<file path="src/rtl/song_dump_tx.sv">
// Streams the recorded note BRAM out over an 8N1 UART line, LSB first,
// optionally followed by a terminator byte.
module song_dump_tx #(
    parameter int unsigned CLKS_PER_BIT = 868,
    parameter int unsigned SEND_TERM    = 1,
    parameter logic [7:0]  TERM_BYTE    = 8'h0A
) (
    input  logic       clk,
    input  logic       reset,
    input  logic       start,
    input  logic [9:0] addr_max,
    output logic [9:0] mem_addr,
    input  logic [7:0] mem_dout,
    output logic       UART_TX,
    output logic       busy,
    output logic       done
);

    localparam int unsigned BW        = (CLKS_PER_BIT > 1) ? $clog2(CLKS_PER_BIT) : 1;
    localparam logic [BW-1:0] BAUD_LAST = BW'(CLKS_PER_BIT - 1);
    localparam logic        TERM_EN   = (SEND_TERM != 0);

    // NEXT has no cycle of its own: the index step happens on the STOP exit.
    typedef enum logic [2:0] {
        S_IDLE,
        S_FETCH,
        S_START,
        S_DATA,
        S_STOP
    } state_t;

    state_t        state_q, state_d;
    logic          fetch_q, fetch_d;
    logic [BW-1:0] baud_q,  baud_d;
    logic [2:0]    bit_q,   bit_d;
    logic [7:0]    shift_q, shift_d;
    logic [10:0]   idx_q,   idx_d;
    logic [9:0]    lim_q,   lim_d;
    logic [9:0]    addr_q,  addr_d;
    logic          tx_q,    tx_d;
    logic          busy_q,  busy_d;
    logic          done_q,  done_d;

    logic [10:0] last_idx;
    logic [10:0] idx_inc;
    logic [9:0]  next_addr;
    logic        term_pass;
    logic        baud_end;

    assign last_idx  = {1'b0, lim_q} + 11'(TERM_EN);
    assign idx_inc   = idx_q + 11'd1;
    // Terminator pass keeps the address pinned at lim instead of wrapping.
    assign next_addr = (idx_inc > {1'b0, lim_q}) ? lim_q : idx_inc[9:0];
    assign term_pass = TERM_EN && (idx_q == ({1'b0, lim_q} + 11'd1));
    assign baud_end  = (baud_q == BAUD_LAST);

    always_comb begin
        state_d = state_q;
        fetch_d = fetch_q;
        baud_d  = baud_q;
        bit_d   = bit_q;
        shift_d = shift_q;
        idx_d   = idx_q;
        lim_d   = lim_q;
        addr_d  = addr_q;
        tx_d    = tx_q;
        busy_d  = busy_q;
        done_d  = 1'b0;

        unique case (state_q)
            S_IDLE: begin
                tx_d   = 1'b1;
                busy_d = 1'b0;
                if (start) begin
                    lim_d   = addr_max;
                    idx_d   = '0;
                    addr_d  = '0;
                    fetch_d = 1'b0;
                    busy_d  = 1'b1;
                    state_d = S_FETCH;
                end
            end

            S_FETCH: begin
                if (!fetch_q) begin
                    fetch_d = 1'b1;
                end else begin
                    fetch_d = 1'b0;
                    shift_d = term_pass ? TERM_BYTE : mem_dout;
                    baud_d  = '0;
                    tx_d    = 1'b0;
                    state_d = S_START;
                end
            end

            S_START: begin
                if (baud_end) begin
                    baud_d  = '0;
                    bit_d   = '0;
                    tx_d    = shift_q[0];
                    state_d = S_DATA;
                end else begin
                    baud_d = baud_q + BW'(1);
                end
            end

            S_DATA: begin
                if (baud_end) begin
                    baud_d  = '0;
                    shift_d = shift_q >> 1;
                    if (bit_q == 3'd7) begin
                        tx_d    = 1'b1;
                        state_d = S_STOP;
                    end else begin
                        bit_d = bit_q + 3'd1;
                        tx_d  = shift_q[1];
                    end
                end else begin
                    baud_d = baud_q + BW'(1);
                end
            end

            S_STOP: begin
                if (baud_end) begin
                    baud_d = '0;
                    if (idx_q == last_idx) begin
                        busy_d  = 1'b0;
                        done_d  = 1'b1;
                        state_d = S_IDLE;
                    end else begin
                        idx_d   = idx_inc;
                        addr_d  = next_addr;
                        fetch_d = 1'b0;
                        state_d = S_FETCH;
                    end
                end else begin
                    baud_d = baud_q + BW'(1);
                end
            end

            default: begin
                state_d = S_IDLE;
            end
        endcase
    end

    always_ff @(posedge clk or posedge reset) begin
        if (reset) begin
            state_q <= S_IDLE;
            fetch_q <= 1'b0;
            baud_q  <= '0;
            bit_q   <= '0;
            shift_q <= '0;
            idx_q   <= '0;
            lim_q   <= '0;
            addr_q  <= '0;
            tx_q    <= 1'b1;
            busy_q  <= 1'b0;
            done_q  <= 1'b0;
        end else begin
            state_q <= state_d;
            fetch_q <= fetch_d;
            baud_q  <= baud_d;
            bit_q   <= bit_d;
            shift_q <= shift_d;
            idx_q   <= idx_d;
            lim_q   <= lim_d;
            addr_q  <= addr_d;
            tx_q    <= tx_d;
            busy_q  <= busy_d;
            done_q  <= done_d;
        end
    end

    assign mem_addr = addr_q;
    assign UART_TX  = tx_q;
    assign busy     = busy_q;
    assign done     = done_q;

endmodule

</file>
<file path="config.mk">
export PLATFORM = sky130hd
export DESIGN_NAME = song_dump_tx
export DESIGN_NICKNAME = d
export VERILOG_FILES = /design/src/rtl/song_dump_tx.sv
export SDC_FILE = /design/constraint.sdc
export NUM_CORES = 1
export LEC_CHECK = 0
export BUFFER_PORTS_ARGS = -buffer_cell sky130_fd_sc_hd__buf_2
export CAP_MARGIN = 40
export CORE_ASPECT_RATIO = 0.75
export CORE_UTILIZATION = 30
export DETAILED_ROUTE_END_ITERATION = 12
export GPL_ROUTABILITY_DRIVEN = 1
export HOLD_SLACK_MARGIN = 0.15
export SLEW_MARGIN = 15
export SYNTH_ARGS = -nofsm -noshare
export SYNTH_HDL_FRONTEND = slang
export SYNTH_SLANG_ARGS = --single-unit
</file>
<file path="constraint.sdc">
create_clock -name clk -period 4.5 [get_ports clk]
set_clock_uncertainty 0.1 [all_clocks]
set_input_delay 0.45 -clock clk [delete_from_list [all_inputs] [get_ports clk]]
set_output_delay 0.45 -clock clk [all_outputs]
set_load 0.01 [all_outputs]
</file>
==> results by group <==
Critical path
  – CP endpoint: mem_addr[8]
  – FF-to-FF Start: idx_q[2]
  – End of the worst register-to-register path: mem_addr[8]
  – R2R cell count: 11
  – CP Launch Point: idx_q[2]
  – Req. time, crit path: 4.60 ns
  – Crit end category: flop
  – Critical path peak fanout: 9
  – Startpoint Class: flop
  – Setup slack, reg-to-reg: 0.78 ns
  – CP Data Arrival Time: 3.81 ns
  – WS Path Type: flop to flop

Power and ir drop
  – Power per cell area: 703 nW/um2
  – Worst vdd ir: 216 uV
  – Leakage: 1.86 nW

CTS
  – Clk_lat worst skew: 0.32 ns
  – Cts hold-fix bufs: 0
  – Post-CTS Setup Repair Bufs: 0
  – TritonCTS clock tree: yes
  – Clk Tree Root Cell: clkbuf_16
  – PostCTS Resize Cnt: 0
  – Number of CTS-inserted buffers: 9
  – Reg clk slew, reported paths: 0.05 ns
  – H-tree levels: 3
  – CTS Sinks: 59
  – Clk buf depth: 2

STA
  – Period utilization: 82.6%
  – Endpoints failing setup: 0
  – Setup TNS Final: 0 ns
  – Min Tclk post-route: 3.72 ns
  – Highest clock rate: 0.269 GHz
  – Final Slew Violations: 0
  – RSZ-0062 raised after global routing: false
  – Worst slew margin: 38.7%
  – Tightest Pin Transition: 0.914 ns
  – Fin. Hold Viols: 0

Global route
  – GR Util met2: 22.2%
  – GRT busiest layer: met1
  – GRT Residual Overflow: 0
  – Total GRT Usage: 15.7%
  – Largest net degree at the start of global routing: 60
  – Initial antenna violation count: 0
  – First-pass GRT wire length: 15300 um
  – GR met1 Demand/Resource: 23.2%
  – GR Util met3: 4.77%
  – Vias in the first global route: 2920

Drt
  – Via/cell ratio: 5.00
  – Antenna viol nets, final: 0
  – Final WL: 9250 um
  – Wire length per cell: 15.2 um
  – Via count: 3040
  – DR iter-0 viols: 293
  – Pre-antenna DRT Iters: 5
  – Drc violations: 0

Status
  – Outcome: complete, no violations

Die
  – Die area: 12800 um2
  – Die width: 130 um
  – Die Y: 98.0 um
  – Initial core utilization: 31.3%
  – Core footprint: 11800 um2
  – Top Ports: 34
  – # rows: 34

Placed design
  – Dpl cells: 593
  – Post-DP HPWL: 6710 um
  – Final GP Congestion: 0.896
  – Input/output buffers: 33

Yosys
  – Post-synth design cell area: 3690 um2
  – Number of synthesized flops with an enable pin: 0
  – Ys Warns: 0
  – Sequential-to-total area share from yosys stat: 40.0%
  – Synth cell types: 47
  – Post-synth ARST share: 100%
  – Syn nets: 449
  – Synth Register Bits: 59
  – Avg Cell Area, Syn: 8.93 um2
  – Post-synthesis cell count: 413
  – Ys flop type: dfrtp_1

Final layout
  – Multi-input logic area: 1950 um2
  – Antenna diodes: 0
  – Fill cells: 1190
  – Register area: 1480 um2
  – Fin nets: 479
  – Finished Layout Cells: 608
  – Fraction of layout cells with a size suffix above 1: 16.4%
  – Synth-to-layout area growth: 15.4%

Hold path
  – HP Class: primary input to flop

Flow run
  – Max-cap violation count: 0
[flip-flops by register name, indices dropped and copies added, names as in the netlist]
signal and cells:
done 1, state_q 3, busy 1, mem_addr 10
bit_q 3, UART_TX 1, shift_q 8, idx_q 11
fetch_q 1, baud_q 10, lim_q 10
[metal layers]
layer,part of all wire (%),wire [um]
met5,0,0
met1,51,4760
met4,0.92,85
met3,6.6,612
met2,41,3800
[power by group]
part           switching (W)  internal, W
Clock               0.000234     0.000363
Sequential          0.000304     0.000739
Combinational       0.000747     0.000606
Total                0.00128      0.00171
[worst max-delay path: stages, from the launching register on]
cell	delay, ns
dfrtp_1	0.46
and3_1	0.21
and3_1	0.22
or4b_2	0.61
xnor2_1	0.25
ha_1	0.31
a211o_1	0.26
a2111oi_0	0.42
o31ai_2	0.20
buf_4	0.22
mux2i_1	0.22
o22ai_2	0.09
[how the worst min path moves through the flow]
stage	from	cells past startpoint	slack (ns)	endpoint
final	addr_max[2]	3	0.23	lim_q[2]
after global routing	addr_max[8]	3	0.24	lim_q[8]
after CTS	addr_max[5]	3	0.22	lim_q[5]
after detailed placement	baud_q[9]	1	0.38	baud_q[9]
after global placement	baud_q[9]	1	0.38	baud_q[9]
after floorplan	baud_q[9]	1	0.34	baud_q[9]
[cell usage after synthesis (3+ instances only)]
| master | n | share of area [%] |
|---|---|---|
| a211oi_1 | 3 | 0.61 |
| a21oi_1 | 10 | 1.4 |
| a22o_1 | 3 | 0.71 |
| a31oi_1 | 9 | 1.5 |
| and2_1 | 4 | 0.68 |
| and3_1 | 11 | 1.9 |
| buf_2 | 6 | 0.81 |
| clkbuf_1 | 11 | 1.1 |
| dfrtp_1 | 58 | 39 |
| ha_1 | 15 | 5.1 |
| inv_1 | 42 | 4.3 |
| mux2_2 | 3 | 0.92 |
| mux2i_1 | 12 | 3.3 |
| nand2_1 | 39 | 4.0 |
| nand2b_1 | 11 | 1.9 |
| nand3_1 | 23 | 3.1 |
| nand3b_1 | 3 | 0.61 |
| nand4_1 | 3 | 0.51 |
| nor2_1 | 17 | 1.7 |
| nor2b_1 | 6 | 1.0 |
| nor3_1 | 7 | 0.95 |
| nor4_1 | 4 | 0.68 |
| o211ai_1 | 5 | 1.0 |
| o21ai_0 | 31 | 4.2 |
| o21ai_1 | 3 | 0.41 |
| o22ai_1 | 13 | 2.2 |
| o22ai_2 | 10 | 3.4 |
| o31ai_1 | 3 | 0.61 |
| or3_1 | 5 | 0.85 |
| or4_1 | 3 | 0.61 |
| xnor2_1 | 16 | 3.8 |
| xor2_1 | 6 | 1.4 |
[cell usage in the layout (no fill, tap or decap), types with 7 or more instances in the layout]
| master | count |
|---|---|
| dfrtp_1 | 58 |
| inv_1 | 41 |
| nand2_1 | 39 |
| buf_2 | 33 |
| o21ai_0 | 31 |
| nand3_1 | 23 |
| nor2_1 | 17 |
| xnor2_1 | 16 |
| ha_1 | 15 |
| o22ai_1 | 13 |
| mux2i_1 | 12 |
| and3_1 | 11 |
| nand2b_1 | 11 |
| a21oi_1 | 10 |
| o22ai_2 | 10 |
| a31oi_1 | 9 |
| clkbuf_16 | 9 |
| nor3_1 | 7 |
[cell families (layout without fill, tap and decap cells)]
family                   after synthesis  count (layout)  synth area share, %
AO/OA/AOI/OAI                         99              99                 18.2
XOR/XNOR                              22              22                 5.22
adder cells (fa/ha/maj)               15              15                 5.09
buffers and inverters                 62              95                 7.36
flip-flops                            59              59                 40.0
multiplexers                          15              15                 4.17
AND/OR/NAND/NOR                      141             141                 19.9
[cell type report]
type / instances / share of cell area [%]
well taps: 162 / 4.76
clock buffers: 9 / 5.29
clock inverters: 5 / 0.764
inverters: 42 / 3.70
repair buffers: 39 / 4.94
flip-flops and latches: 59 / 34.7
multi-input cells: 292 / 45.8
[through the flow]
stage                     hold WS (ns)  area (um2)  setup slack (ns)  total power, W  util, %
after floorplan                  0.344        3690              1.27         0.00198        -
final                            0.227        4260             0.784         0.00299     36.1
after detailed placement         0.378        3990             0.813         0.00238     33.9
after CTS                        0.225        4250             0.784         0.00299     36.1
after global placement           0.376        3990             0.757         0.00235     33.8
after global routing             0.237        4260             0.595         0.00323     36.1
(Power assumes the default switching activity.)
